$ cat config.mk
export PLATFORM = sky130hd
export DESIGN_NAME = vt52_command_handler
export DESIGN_NICKNAME = d
export VERILOG_FILES = /design/src/rtl/vt52_command_handler_pkg.sv /design/src/rtl/vt52_clear_engine.sv /design/src/rtl/vt52_command_handler.sv
export SDC_FILE = /design/constraint.sdc
export NUM_CORES = 1
export LEC_CHECK = 0
export CAP_MARGIN = 20
export CELL_PAD_IN_SITES_DETAIL_PLACEMENT = 0
export CELL_PAD_IN_SITES_GLOBAL_PLACEMENT = 1
export CORE_UTILIZATION = 38
export CTS_CLUSTER_SIZE = 12
export DETAILED_ROUTE_END_ITERATION = 10
export HOLD_SLACK_MARGIN = 0.15
export PLACE_DENSITY = 0.74
export RECOVER_POWER = 50
export SLEW_MARGIN = 20
export SYNTH_ARGS = -nofsm -noshare
export SYNTH_HDL_FRONTEND = slang
export SYNTH_SLANG_ARGS = --single-unit
export TNS_END_PERCENT = 1
$ cat constraint.sdc
create_clock -name clk -period 3.9 [get_ports clk]
set_input_delay 0.78 -clock clk [delete_from_list [all_inputs] [get_ports clk]]
set_output_delay 0.78 -clock clk [all_outputs]
set_load 0.005 [all_outputs]
$ cat src/rtl/vt52_command_handler_pkg.sv
// Shared constants, state encoding and small helpers for the VT52 command handler.
package vt52_command_handler_pkg;

  localparam int SCREEN_COLS = 64;
  localparam int SCREEN_ROWS = 16;
  localparam logic [5:0] MAX_COL = 6'(SCREEN_COLS - 1);
  localparam logic [3:0] MAX_ROW = 4'(SCREEN_ROWS - 1);

  localparam logic [7:0] CLEAR_CHAR_DEF = 8'h20;

  localparam logic [7:0] CHR_BS  = 8'h08;
  localparam logic [7:0] CHR_TAB = 8'h09;
  localparam logic [7:0] CHR_LF  = 8'h0A;
  localparam logic [7:0] CHR_CR  = 8'h0D;
  localparam logic [7:0] CHR_ESC = 8'h1B;

  localparam logic [7:0] ESC_UP      = 8'h41;  // 'A'
  localparam logic [7:0] ESC_DOWN    = 8'h42;  // 'B'
  localparam logic [7:0] ESC_RIGHT   = 8'h43;  // 'C'
  localparam logic [7:0] ESC_LEFT    = 8'h44;  // 'D'
  localparam logic [7:0] ESC_HOME    = 8'h48;  // 'H'
  localparam logic [7:0] ESC_CLR_EOS = 8'h4A;  // 'J'
  localparam logic [7:0] ESC_CLR_EOL = 8'h4B;  // 'K'
  localparam logic [7:0] ESC_ADDR    = 8'h59;  // 'Y'

  typedef enum logic [2:0] {
    ST_IDLE  = 3'd0,
    ST_ESC   = 3'd1,
    ST_Y_ROW = 3'd2,
    ST_Y_COL = 3'd3,
    ST_CLEAR = 3'd4
  } state_e;

  function automatic logic [3:0] phys_row(input logic [3:0] top, input logic [3:0] lrow);
    return top + lrow;
  endfunction

  // ESC Y coordinates are offset by 0x20 and saturate at the screen edge.
  function automatic logic [3:0] ysat_row(input logic [7:0] b);
    logic [7:0] v;
    v = (b < 8'h20) ? 8'h00 : b - 8'h20;
    return (v > {4'h0, MAX_ROW}) ? MAX_ROW : v[3:0];
  endfunction

  function automatic logic [5:0] ysat_col(input logic [7:0] b);
    logic [7:0] v;
    v = (b < 8'h20) ? 8'h00 : b - 8'h20;
    return (v > {2'b00, MAX_COL}) ? MAX_COL : v[5:0];
  endfunction

endpackage

$ cat src/rtl/vt52_clear_engine.sv
// Sequential position walker for clear/scroll fills: emits one logical (row, col)
// per cycle from the start position through (end_row, last column).
module vt52_clear_engine
  import vt52_command_handler_pkg::*;
(
  input  logic       clk,
  input  logic       clr_n,
  input  logic       start,
  input  logic [3:0] start_row,
  input  logic [5:0] start_col,
  input  logic [3:0] end_row,
  output logic       wr,
  output logic [3:0] row,
  output logic [5:0] col,
  output logic       done
);

  logic       busy_r;
  logic       done_r;
  logic [3:0] row_r;
  logic [5:0] col_r;
  logic [3:0] end_row_r;
  logic [3:0] lim_row_s;
  logic       last_s;

  // The start cycle writes the start position directly so no cycle is lost.
  assign wr        = start | busy_r;
  assign row       = start ? start_row : row_r;
  assign col       = start ? start_col : col_r;
  assign lim_row_s = start ? end_row : end_row_r;
  assign last_s    = (row == lim_row_s) && (col == MAX_COL);
  assign done      = done_r;

  // Position counter, column-first then row; done pulses the cycle after the last write.
  always_ff @(posedge clk or negedge clr_n) begin
    if (!clr_n) begin
      busy_r    <= 1'b0;
      done_r    <= 1'b0;
      row_r     <= 4'd0;
      col_r     <= 6'd0;
      end_row_r <= 4'd0;
    end else begin
      done_r <= wr & last_s;
      if (wr) begin
        busy_r    <= ~last_s;
        end_row_r <= lim_row_s;
        if (col == MAX_COL) begin
          col_r <= 6'd0;
          row_r <= row + 4'd1;
        end else begin
          col_r <= col + 6'd1;
          row_r <= row;
        end
      end else begin
        busy_r    <= busy_r;
        end_row_r <= end_row_r;
        col_r     <= col_r;
        row_r     <= row_r;
      end
    end
  end

endmodule

$ cat src/rtl/vt52_command_handler.sv
// VT52 byte-stream decoder: writes characters into the 64x16 buffer, tracks the
// cursor and scroll offset, and runs multi-cycle clears through vt52_clear_engine.
module vt52_command_handler
  import vt52_command_handler_pkg::*;
#(
  parameter logic [7:0] CLEAR_CHAR = CLEAR_CHAR_DEF,
  parameter int         COLS       = 64,
  parameter int         ROWS       = 16
) (
  input  logic       clk,
  input  logic       clr_n,
  input  logic [7:0] data_in,
  input  logic       data_valid,
  output logic       ready,
  output logic [9:0] buffer_waddr,
  output logic [7:0] buffer_din,
  output logic       buffer_wen,
  output logic [3:0] cursor_row,
  output logic [5:0] cursor_col,
  output logic [3:0] top_row
);

  localparam logic [5:0] LAST_COL = 6'(COLS - 1);
  localparam logic [3:0] LAST_ROW = 4'(ROWS - 1);

  state_e     state_r, state_nxt_s;
  logic       ready_r, wen_r;
  logic [9:0] waddr_r, waddr_nxt_s;
  logic [7:0] din_r, din_nxt_s;
  logic [3:0] row_r, row_nxt_s, top_r, top_nxt_s, yrow_r, yrow_nxt_s;
  logic [5:0] col_r, col_nxt_s;
  logic       accept_s, char_wen_s;
  logic [6:0] tab_s;
  logic       eng_start_s, eng_wr_s, eng_done_s;
  logic [3:0] eng_srow_s, eng_erow_s, eng_row_s;
  logic [5:0] eng_scol_s, eng_col_s;

  assign accept_s = data_valid & ready_r;
  assign tab_s    = {1'b0, col_r | 6'd7} + 7'd1;

  vt52_clear_engine u_clear (
    .clk       (clk),
    .clr_n     (clr_n),
    .start     (eng_start_s),
    .start_row (eng_srow_s),
    .start_col (eng_scol_s),
    .end_row   (eng_erow_s),
    .wr        (eng_wr_s),
    .row       (eng_row_s),
    .col       (eng_col_s),
    .done      (eng_done_s)
  );

  // Byte decode and cursor/escape state machine next-state logic.
  always_comb begin
    state_nxt_s = state_r;
    row_nxt_s   = row_r;
    col_nxt_s   = col_r;
    top_nxt_s   = top_r;
    yrow_nxt_s  = yrow_r;
    char_wen_s  = 1'b0;
    eng_start_s = 1'b0;
    eng_srow_s  = row_r;
    eng_scol_s  = col_r;
    eng_erow_s  = LAST_ROW;
    if (accept_s) begin
      case (state_r)
        ST_IDLE: begin
          if ((data_in >= 8'h20) && (data_in <= 8'h7E)) begin
            char_wen_s = 1'b1;
            col_nxt_s  = (col_r == LAST_COL) ? LAST_COL : col_r + 6'd1;
          end else begin
            case (data_in)
              CHR_CR:  col_nxt_s = 6'd0;
              CHR_BS:  col_nxt_s = (col_r == 6'd0) ? 6'd0 : col_r - 6'd1;
              CHR_TAB: col_nxt_s = (tab_s > {1'b0, LAST_COL}) ? LAST_COL : tab_s[5:0];
              CHR_ESC: state_nxt_s = ST_ESC;
              CHR_LF: begin
                if (row_r == LAST_ROW) begin
                  // Scroll: the old top line becomes the new bottom line and is blanked.
                  top_nxt_s   = top_r + 4'd1;
                  eng_start_s = 1'b1;
                  eng_srow_s  = LAST_ROW;
                  eng_scol_s  = 6'd0;
                  eng_erow_s  = LAST_ROW;
                  state_nxt_s = ST_CLEAR;
                end else begin
                  row_nxt_s = row_r + 4'd1;
                end
              end
              default: state_nxt_s = ST_IDLE;
            endcase
          end
        end
        ST_ESC: begin
          state_nxt_s = ST_IDLE;
          case (data_in)
            ESC_UP:    row_nxt_s = (row_r == 4'd0) ? 4'd0 : row_r - 4'd1;
            ESC_DOWN:  row_nxt_s = (row_r == LAST_ROW) ? LAST_ROW : row_r + 4'd1;
            ESC_RIGHT: col_nxt_s = (col_r == LAST_COL) ? LAST_COL : col_r + 6'd1;
            ESC_LEFT:  col_nxt_s = (col_r == 6'd0) ? 6'd0 : col_r - 6'd1;
            ESC_HOME: begin
              row_nxt_s = 4'd0;
              col_nxt_s = 6'd0;
            end
            ESC_CLR_EOS: begin
              eng_start_s = 1'b1;
              eng_erow_s  = LAST_ROW;
              state_nxt_s = ST_CLEAR;
            end
            ESC_CLR_EOL: begin
              eng_start_s = 1'b1;
              eng_erow_s  = row_r;
              state_nxt_s = ST_CLEAR;
            end
            ESC_ADDR: state_nxt_s = ST_Y_ROW;
            default:  state_nxt_s = ST_IDLE;
          endcase
        end
        ST_Y_ROW: begin
          yrow_nxt_s  = ysat_row(data_in);
          state_nxt_s = ST_Y_COL;
        end
        ST_Y_COL: begin
          row_nxt_s   = yrow_r;
          col_nxt_s   = ysat_col(data_in);
          state_nxt_s = ST_IDLE;
        end
        default: state_nxt_s = state_r;
      endcase
    end else begin
      state_nxt_s = ((state_r == ST_CLEAR) && eng_done_s) ? ST_IDLE : state_r;
    end
  end

  assign waddr_nxt_s = eng_wr_s   ? {phys_row(top_nxt_s, eng_row_s), eng_col_s} :
                       char_wen_s ? {phys_row(top_r, row_r), col_r} : waddr_r;
  assign din_nxt_s   = eng_wr_s   ? CLEAR_CHAR :
                       char_wen_s ? data_in : din_r;

  // Registered state and outputs.
  always_ff @(posedge clk or negedge clr_n) begin
    if (!clr_n) begin
      state_r <= ST_IDLE;
      ready_r <= 1'b1;
      wen_r   <= 1'b0;
      waddr_r <= 10'd0;
      din_r   <= 8'd0;
      row_r   <= 4'd0;
      col_r   <= 6'd0;
      top_r   <= 4'd0;
      yrow_r  <= 4'd0;
    end else begin
      state_r <= state_nxt_s;
      ready_r <= (state_nxt_s != ST_CLEAR);
      wen_r   <= char_wen_s | eng_wr_s;
      waddr_r <= waddr_nxt_s;
      din_r   <= din_nxt_s;
      row_r   <= row_nxt_s;
      col_r   <= col_nxt_s;
      top_r   <= top_nxt_s;
      yrow_r  <= yrow_nxt_s;
    end
  end

  assign ready        = ready_r;
  assign buffer_wen   = wen_r;
  assign buffer_waddr = waddr_r;
  assign buffer_din   = din_r;
  assign cursor_row   = row_r;
  assign cursor_col   = col_r;
  assign top_row      = top_r;

endmodule

==> results.sh, run 1 <==
export IMPL_synth_warnings=0
export IMPL_placedInstanceArea_um2=5010
export IMPL_dp_cells=695
export IMPL_postCtsSetupBuffers=0
export IMPL_power_density_nw_per_um2=380
export IMPL_die_height_um=108
export IMPL_synth_edf_count=0
export IMPL_p_leak_nw=2.44
export IMPL_antenna_found_initial=0
export IMPL_drc=0
export IMPL_rsz0062_at_grt="no"
export IMPL_maxCapViolCount=1
export IMPL_r2r_slack_ns=0.62
export IMPL_syn_to_final_growth_pct=24.6
export IMPL_regToRegEndpoint="u_clear.row_r[3]"
export IMPL_start_kind="primary input"
export IMPL_syn_nets=539
export IMPL_critPathKind="primary input to flop"
export IMPL_port_buffers=44
export IMPL_htreeDepth=3
export IMPL_gp_congestion=0.936
export IMPL_tns_ns=0
export IMPL_violations="capacitance limit, slew limit"
export IMPL_slew_headroom_pct=-43.0
export IMPL_drt_iter0_markers=321
export IMPL_n_antenna_cell=0
export IMPL_grt_max_degree=39
export IMPL_cts_inserted_buffers=9
export IMPL_yosysUniqueCellTypes=74
export IMPL_endpoint="u_clear.row_r[3]"
export IMPL_ys_top_cells_by_area="dfrtp_1 33%, nor2_1 4.9%, ha_1 4.6%"
export IMPL_synth_area_um2=4310
export IMPL_synth_flop_cell="dfrtp_1"
export IMPL_hold_path_class="flop to flop"
export IMPL_r2r_start="cursor_row[0]"
export IMPL_max_freq_ghz=0.289
export IMPL_viasPerCell=5.82
export IMPL_synth_largest_area_cell="dfrtp_1"
export IMPL_hold_viol_final=0
export IMPL_grt_pass1_wl_mm=21.2
export IMPL_worstPathMaxFanout=7
export IMPL_cts_buffer_depth=2
export IMPL_wl_per_cell_um=18.3
export IMPL_synthArstFlopShare_pct=100
export IMPL_wirelength_mm=13.0
export IMPL_peakVddDrop_mv=0.204
export IMPL_clkSlewWorstSetupHoldPaths_ns=0.06
export IMPL_cp_startpoint="data_in[5]"
export IMPL_setup_viol_count_final=0
export IMPL_status="finished with violations"
export IMPL_cts_root_buffer="clkbuf_16"
export IMPL_clk_latency_ns=0.33
export IMPL_fin_crit_ns=3.46
export IMPL_grt_usage_pct=23.7
export IMPL_drive_gt1_share_pct=12.4
export IMPL_reg2reg_depth=11
export IMPL_num_rows=38
export IMPL_yosys_area_top_type_share_pct=32.5
export IMPL_num_io_pins=45
export IMPL_die_w_um=108
export IMPL_avgSynthCellArea_um2=8.43
export IMPL_cp_arrival_ns=3.67
export IMPL_synth_top_cells_by_count="56 x dfrtp_1, 56 x nor2_1, 44 x nand2_1"
export IMPL_grt_overflow=0
export IMPL_skew_ns=0.00778
export IMPL_hold_slack_ns=0.483
export IMPL_dr_pass1_iters=5
export IMPL_worstMarginPinSlew_ns=2.14
export IMPL_critPathRequiredTime_ns=4.12
export IMPL_end_kind="flop"
export IMPL_via_count=4140
export IMPL_final_antenna_net_count=0
export IMPL_fp_dieArea_um2=11800
export IMPL_finalNonFillerCells=711
export IMPL_start_util_pct=39.4
export IMPL_hpwl_mm=9.73
export IMPL_netlist_instances=511
export IMPL_core_um2=10900
export IMPL_design_area_um2=5370
export IMPL_cts_sinks=57
export IMPL_drv_slew=39
export IMPL_finalCritPeriodShare_pct=88.7
export IMPL_nNetsFinal=594
export IMPL_ys_ff_latch=57
export IMPL_tritoncts="done"
export IMPL_ys_seq_area_share_pct=33.1
export IMPL_hold_buffers=0
export IMPL_grt_pass1_vias=4039
export IMPL_ctsResizeCount=0
export IMPL_total_power_mw=2.04
[power breakdown]
group	internal (mW)	switching, mW
logic	0.189	0.207
registers	0.633	0.0556
clock network	0.676	0.280
total	1.50	0.543
[kinds of logic after synthesis]
group,Yosys count,share of synthesized area [%]
compound gates,138,21.0
xor+xnor,28,5.87
fa+ha+maj,17,5.11
buf+inv,51,5.23
flops,57,33.1
mux,14,3.63
simple gates,206,26.0
[cells in the final DEF (no fill, tap or decap), types with 3 or more instances in the layout]
cell and instances:
a211oi_1 4, nor2b_1 6, nand3_1 20, dlygate4sd3_1 17, nand4_1 10, clkbuf_16 9
nor3_1 15, mux2i_1 10, a31oi_1 14, nand2b_1 6, or3_1 5, and4_1 4
and2_1 4, a21o_1 5, a41oi_1 4, clkbuf_8 3, buf_4 32, ha_1 16
o21a_1 7, o22a_1 4, a311o_1 3, nor3b_1 3, a21oi_1 38, o21ai_1 8
nand2_1 44, nor4b_1 3, nor2_1 56, and3_1 7, bufinv_16 3, nor4_1 6
xnor2_1 18, xor2_1 9, mux2_2 3, clkdlybuf4s50_1 26, o211ai_1 5, o21ai_0 28
inv_1 17, dfrtp_1 56
[cell type report]
type,instances,area (µm²)
fill,1066,5570
inverter,18,67.6
tap,140,175
clock inverter,4,97.6
timing repair buffer,77,678
clock buffer,12,267
sequential,57,1430
multi-input combinational,403,2660
[per-stage QoR]
step / setup slack, ns / util [%]
after floorplan: 0.548 / -
after global placement: 0.184 / 45.8
after detailed placement: 0.0923 / 45.8
after CTS: 0.442 / 49.1
after global routing: 0.223 / 49.1
final: 0.442 / 49.1
[metal layers]
metal | GRT usage [%] | part of all wire, %
met5 | 0 | 0
met4 | 10.6 | 3.2
met3 | 3.74 | 4.7
met2 | 36.2 | 44
met1 | 32.9 | 48
[state kept, by name, summed over array words and instances, names as in the netlist]
signal             count
buffer_din             8
u_clear.done           1
cursor_row             4
u_clear.busy_r         1
buffer_wen             1
buffer_waddr          10
u_clear.col_r          6
yrow_r                 4
u_clear.end_row_r      4
u_clear.row_r          4
ready                  1
state_r                3
top_row                4
cursor_col             6
[how the worst min path moves through the flow]
stage                          start                to  slack, ns  depth (start not counted)
floorplan               u_clear.done        state_r[2]       0.41                          1
global placement    u_clear.col_r[1]  u_clear.col_r[1]       0.46                          2
detailed placement  u_clear.col_r[1]  u_clear.col_r[1]       0.47                          2
CTS                 u_clear.col_r[1]  u_clear.col_r[1]       0.48                          2
global route        u_clear.col_r[1]  u_clear.col_r[1]       0.54                          2
finish              u_clear.col_r[1]  u_clear.col_r[1]       0.48                          2
[critical path, stage by stage]
cell and delay [ns]:
clkdlybuf4s50_1 0.49, nor3_2 0.31, nand4_2 0.16, nor2_2 0.18
mux2_2 0.22, ha_1 0.21, inv_1 0.12, o41ai_4 0.56
nand3_1 0.20, xnor2_1 0.16, mux2_2 0.28
No activity file was read; power rests on OpenSTA's default activity.
==> run 2: changes to the inputs <==
--- a/config.mk
+++ b/config.mk
@@ -14,6 +14,7 @@
 export HOLD_SLACK_MARGIN = 0.15
 export PLACE_DENSITY = 0.74
 export RECOVER_POWER = 50
+export REMOVE_ABC_BUFFERS = 1
 export SLEW_MARGIN = 20
 export SYNTH_ARGS = -nofsm -noshare
 export SYNTH_HDL_FRONTEND = slang
==> run 2 against run 1 <==
Against the previous run: clock skew increased by 0.00072 ns; the run still ends with capacitance limit, slew limit left; global-route usage increased by 0.19 points; core utilization fell by 0.49 points; sequential share of layout area is 0.27 points higher; highest routed layer unchanged.
==> results.sh, run 2 (synthesized netlist as in run 1, its figures left out) <==
export IMPL_status="finished with violations"
export IMPL_violations="capacitance limit, slew limit"
export IMPL_grt_pass1_wl_mm=21.4
export IMPL_finalCritPeriodShare_pct=88.6
export IMPL_cts_inserted_buffers=9
export IMPL_cts_buffer_depth=2
export IMPL_skew_ns=0.00850
export IMPL_wirelength_mm=13.0
export IMPL_start_kind="primary input"
export IMPL_design_area_um2=5310
export IMPL_cp_num_buf_inv=2
export IMPL_layout_common_cells="56 x nor2_1, 56 x dfrtp_1, 44 x nand2_1"
export IMPL_worstPathMaxFanout=8
export IMPL_n_antenna_cell=0
export IMPL_clkSlewWorstSetupHoldPaths_ns=0.06
export IMPL_grt_overflow=0
export IMPL_gp_congestion=0.890
export IMPL_path_cells="clkdlybuf4s50_1 > and4bb_1 > nand4_2 > nor2_2 > mux2_2 > ha_1 > inv_1 > o41ai_4 > nand3_1 > xnor2_1 > mux2_2"
export IMPL_htreeDepth=3
export IMPL_setup_viol_count_final=0
export IMPL_cts_sinks=57
export IMPL_highest_layer="met4"
export IMPL_critPathRequiredTime_ns=4.12
export IMPL_setup_ws_ns=0.443
export IMPL_placedInstanceArea_um2=4990
export IMPL_crit_top_cell="mux2_2"
export IMPL_grt_pass1_vias=3948
export IMPL_hold_buffers=0
export IMPL_grt_max_degree=43
export IMPL_nNetsFinal=590
export IMPL_antenna_found_initial=0
export IMPL_max_stage_delay_ns=0.59
export IMPL_power_density_nw_per_um2=369
export IMPL_via_count=4066
export IMPL_fp_dieArea_um2=11800
export IMPL_critPathKind="primary input to flop"
export IMPL_crit_family="simple AND/OR/NAND/NOR gates"
export IMPL_wl_per_cell_um=18.4
export IMPL_worstMarginPinSlew_ns=2.46
export IMPL_crit_path_top_delay_cell="o41ai_4"
export IMPL_end_kind="flop"
export IMPL_postCtsSetupBuffers=0
export IMPL_syn_to_final_growth_pct=23.4
export IMPL_rsz0062_at_grt="no"
export IMPL_hold_path_class="flop to flop"
export IMPL_dr_pass1_iters=4
export IMPL_place_ws_ns=0.131
export IMPL_drc=0
export IMPL_drv_slew=43
export IMPL_max_freq_ghz=0.289
export IMPL_tns_ns=0
export IMPL_grt_usage_pct=23.9
export IMPL_wl_met1_mm=6.18
export IMPL_drt_iter0_markers=259
export IMPL_port_buffers=44
export IMPL_largest_reg_flops=10
export IMPL_num_io_pins=45
export IMPL_core_um2=10900
export IMPL_hold_viol_final=0
export IMPL_drive_gt1_share_pct=11.8
export IMPL_met2WireLength_mm=5.90
export IMPL_viasPerCell=5.75
export IMPL_cp_arrival_ns=3.68
export IMPL_cts_root_buffer="clkbuf_16"
export IMPL_final_antenna_net_count=0
export IMPL_start_util_pct=39.4
export IMPL_p_leak_nw=2.40
export IMPL_clk_latency_ns=0.33
export IMPL_num_rows=38
export IMPL_total_power_mw=1.96
export IMPL_route_met3_wl_um=729
export IMPL_die_w_um=108
export IMPL_fin_crit_ns=3.46
export IMPL_hpwl_mm=9.50
export IMPL_die_height_um=108
export IMPL_tritoncts="done"
export IMPL_maxCapViolCount=1
export IMPL_ctsResizeCount=0
export IMPL_peakVddDrop_mv=0.192
export IMPL_final_fill_count=1087
export IMPL_slew_headroom_pct=-64.2
[run 2: changes by cell type in the layout (fill, tap and decap cells not counted)]
cell,change
bufinv_16,-1
clkinv_4,+3
inv_6,+1
clkbuf_8,-3
buf_12,+1
buf_4,-5
[run 2: final cells by class]
type / count / area [µm²] / area share, %
Tap cell: 140 / 175 / 3.30
Clock inverter: 7 / 103 / 1.93
Timing Repair Buffer: 73 / 661 / 12.4
Clock buffer: 9 / 225 / 4.24
Sequential cell: 57 / 1430 / 26.9
Inverter: 18 / 67.6 / 1.27
Multi-Input combinational cell: 403 / 2660 / 50.0
[run 2: worst reg2reg max path, stage by stage (launching register included)]
cell	delay (ns)
dfrtp_1	0.55
ha_1	0.37
and3_1	0.27
a22oi_2	0.09
nor2_2	0.16
mux2_2	0.23
ha_1	0.19
inv_1	0.11
o41ai_4	0.59
nand3_1	0.20
xnor2_1	0.16
mux2_2	0.26
[run 2: worst paths after layout]
kind                                   from               end  slack [ns]  cells after the start
min reg2reg                u_clear.col_r[1]  u_clear.col_r[1]        0.50                      2
min in group asynchronous             clr_n     cursor_col[3]        1.21                      1
max in group asynchronous             clr_n    u_clear.busy_r        0.97                      2
max                              data_valid  u_clear.row_r[3]        0.44                     11
max reg2reg                   cursor_row[1]  u_clear.row_r[3]        0.62                     11
min                        u_clear.col_r[1]  u_clear.col_r[1]        0.50                      2
[run 2: metal layers]
metal	vias to the layer above	global-route usage [%]
li1	1961	-
met1	1951	33.8
met2	139	38.1
met3	15	3.56
met4	0	5.79
met5	-	0
[run 2: power breakdown]
group / switching [mW] / internal [mW]
Combinational: 0.211 / 0.190
Clock: 0.315 / 0.565
Sequential: 0.0498 / 0.633
[run 2: metrics by stage]
stage	util, %	cells	hold slack (ns)
2_1_floorplan	-	478	0.414
3_3_place_gp	45.6	691	0.472
3_5_place_dp	45.6	691	0.474
4_1_cts	48.6	707	0.491
5_1_grt	48.6	707	0.512
6_report	48.6	707	0.504
==> run 3: changes to the inputs <==
--- a/config.mk
+++ b/config.mk
@@ -8,11 +8,11 @@
 export CAP_MARGIN = 20
 export CELL_PAD_IN_SITES_DETAIL_PLACEMENT = 0
 export CELL_PAD_IN_SITES_GLOBAL_PLACEMENT = 1
-export CORE_UTILIZATION = 38
+export CORE_UTILIZATION = 30
 export CTS_CLUSTER_SIZE = 12
 export DETAILED_ROUTE_END_ITERATION = 10
 export HOLD_SLACK_MARGIN = 0.15
-export PLACE_DENSITY = 0.74
+export PLACE_DENSITY = 0.61
 export RECOVER_POWER = 50
 export REMOVE_ABC_BUFFERS = 1
 export SLEW_MARGIN = 20
==> run 3 against run 2 <==
Against the previous run: the run still ends with capacitance limit, slew limit left; critical path depth is the same; wire length up 7.4%; count of clock-buffer cells in the layout is 3 higher; worst hold slack lost 0.025 ns; non-clock buffer count rose by 9; total power fell by 0.11%; register-to-register slack worse by 0.02 ns; global-route usage down 3.7 points; setup slack gained 0.017 ns; sequential cell count unchanged; critical endpoint unchanged.
==> results.sh, run 3 (synthesized netlist as in run 1, its figures left out) <==
export IMPL_final_common_cell="dfrtp_1"
export IMPL_finalCritPeriodShare_pct=88.2
export IMPL_critPathKind="primary input to flop"
export IMPL_htreeDepth=3
export IMPL_postCtsSetupBuffers=0
export IMPL_finalNonFillerCells=756
export IMPL_gp_congestion=0.851
export IMPL_drt_iter0_markers=321
export IMPL_violations="capacitance limit, slew limit"
export IMPL_max_freq_ghz=0.291
export IMPL_cts_sinks=57
export IMPL_worstMarginPinSlew_ns=1.96
export IMPL_ctsResizeCount=0
export IMPL_die_height_um=122
export IMPL_die_w_um=122
export IMPL_syn_to_final_growth_pct=26.1
export IMPL_p_leak_nw=2.45
export IMPL_skew_ns=0.00847
export IMPL_crit_path_top_delay_cell="o41ai_4"
export IMPL_placedInstanceArea_um2=5110
export IMPL_drive_gt1_share_pct=13.2
export IMPL_status="finished with violations"
export IMPL_hold_slack_ns=0.479
export IMPL_r2r_slack_ns=0.60
export IMPL_grt_pass1_vias=4032
export IMPL_cts_buffer_depth=2
export IMPL_clk_latency_ns=0.33
export IMPL_grt_pass1_wl_mm=22.7
export IMPL_num_io_pins=45
export IMPL_max_stage_delay_ns=0.51
export IMPL_hold_path_class="flop to flop"
export IMPL_worstPathMaxFanout=6
export IMPL_drv_slew=33
export IMPL_pwr_share_comb_pct=20.8
export IMPL_layout_common_cells="56 x dfrtp_1, 55 x nor2_1, 44 x nand2_1"
export IMPL_port_buffers=44
export IMPL_core_um2=13900
export IMPL_p_clk_share_pct=44.2
export IMPL_setup_ws_ns=0.460
export IMPL_num_rows=43
export IMPL_place_ws_ns=0.0902
export IMPL_nNetsFinal=599
export IMPL_drc=0
export IMPL_setup_viol_count_final=0
export IMPL_final_antenna_net_count=0
export IMPL_wl_per_cell_um=18.4
export IMPL_end_kind="flop"
export IMPL_total_power_mw=1.96
export IMPL_tritoncts="done"
export IMPL_power_density_nw_per_um2=361
export IMPL_dp_cells=740
export IMPL_fp_dieArea_um2=14800
export IMPL_fin_crit_ns=3.44
export IMPL_p_switching_uw=556
export IMPL_cp_arrival_ns=3.66
export IMPL_hold_viol_final=0
export IMPL_cts_inserted_buffers=9
export IMPL_antenna_found_initial=0
export IMPL_grt_usage_pct=20.2
export IMPL_start_util_pct=30.9
export IMPL_clkSlewWorstSetupHoldPaths_ns=0.06
export IMPL_grt_overflow=0
export IMPL_n_antenna_cell=0
export IMPL_hpwl_mm=10.3
export IMPL_wirelength_mm=13.9
export IMPL_critPathRequiredTime_ns=4.12
export IMPL_peakVddDrop_mv=0.199
export IMPL_rsz0062_at_grt="no"
export IMPL_swShare_pct=28.3
export IMPL_slew_headroom_pct=-30.6
export IMPL_grt_max_degree=33
export IMPL_final_fill_count=1442
export IMPL_hold_buffers=0
export IMPL_path_cells="clkdlybuf4s50_1 > nor3_2 > and4_1 > nand4_1 > o21ai_1 > ha_1 > inv_1 > o41ai_4 > nand3_1 > xnor2_1 > mux2_2"
export IMPL_cts_root_buffer="clkbuf_16"
export IMPL_viasPerCell=5.39
export IMPL_start_kind="primary input"
export IMPL_design_area_um2=5430
export IMPL_dr_pass1_iters=5
export IMPL_pwr_share_seq_pct=35.0
export IMPL_maxCapViolCount=1
export IMPL_largest_reg_flops=10
export IMPL_internal_power_mw=1.41
export IMPL_tns_ns=0
export IMPL_utilization_pct=39.0
export IMPL_via_count=4072
-- run 3: cell types whose count changed in the layout (fill, tap and decap cells not counted), sizes merged --
cell    delta
clkbuf     +3
inv        -1
buf        +9
clkinv     -2
-- run 3: final cells by class --
class / instances / area (µm²) / area share, %
clock inverter: 4 / 76.3 / 1.41
sequential: 57 / 1430 / 26.3
tap: 180 / 225 / 4.15
inverter: 18 / 67.6 / 1.24
clock buffer: 12 / 246 / 4.54
timing repair buffer: 82 / 729 / 13.4
multi-input combinational: 403 / 2660 / 48.9
-- run 3: worst max-delay path: cells and delay by family --
kind / cells / cell delay [ns]
mux: 1 / 0.26
compound gates: 2 / 0.66
fa+ha+maj: 1 / 0.22
xor+xnor: 1 / 0.16
simple gates: 4 / 0.97
buf+inv: 2 / 0.59
-- run 3: per-layer routing --
metal | track usage, % | routed length, µm
met1 | 29.0 | 7060
met4 | 6.10 | 164
met5 | 0 | 0
met2 | 31.2 | 6320
met3 | 3.04 | 380
-- run 3: worst paths after layout --
path	startpoint	end	depth (start not counted)
worst max-delay path	data_in[5]	u_clear.row_r[3]	11
worst min-delay path	u_clear.col_r[1]	u_clear.col_r[1]	2
worst max register to register	cursor_row[1]	u_clear.row_r[3]	12
worst min register to register	u_clear.col_r[1]	u_clear.col_r[1]	2
max in group asynchronous	clr_n	u_clear.busy_r	2
min in group asynchronous	clr_n	buffer_waddr[8]	1
-- run 3: power groups by stage --
stage | Clock (mW) | Sequential [mW] | Combinational [mW]
detailed placement | 0 | 0.698 | 0.415
floorplan | 0 | 0.692 | 0.203
global placement | 0 | 0.696 | 0.416
finish | 0.867 | 0.687 | 0.407
global route | 0.915 | 0.694 | 0.454
CTS | 0.892 | 0.688 | 0.419
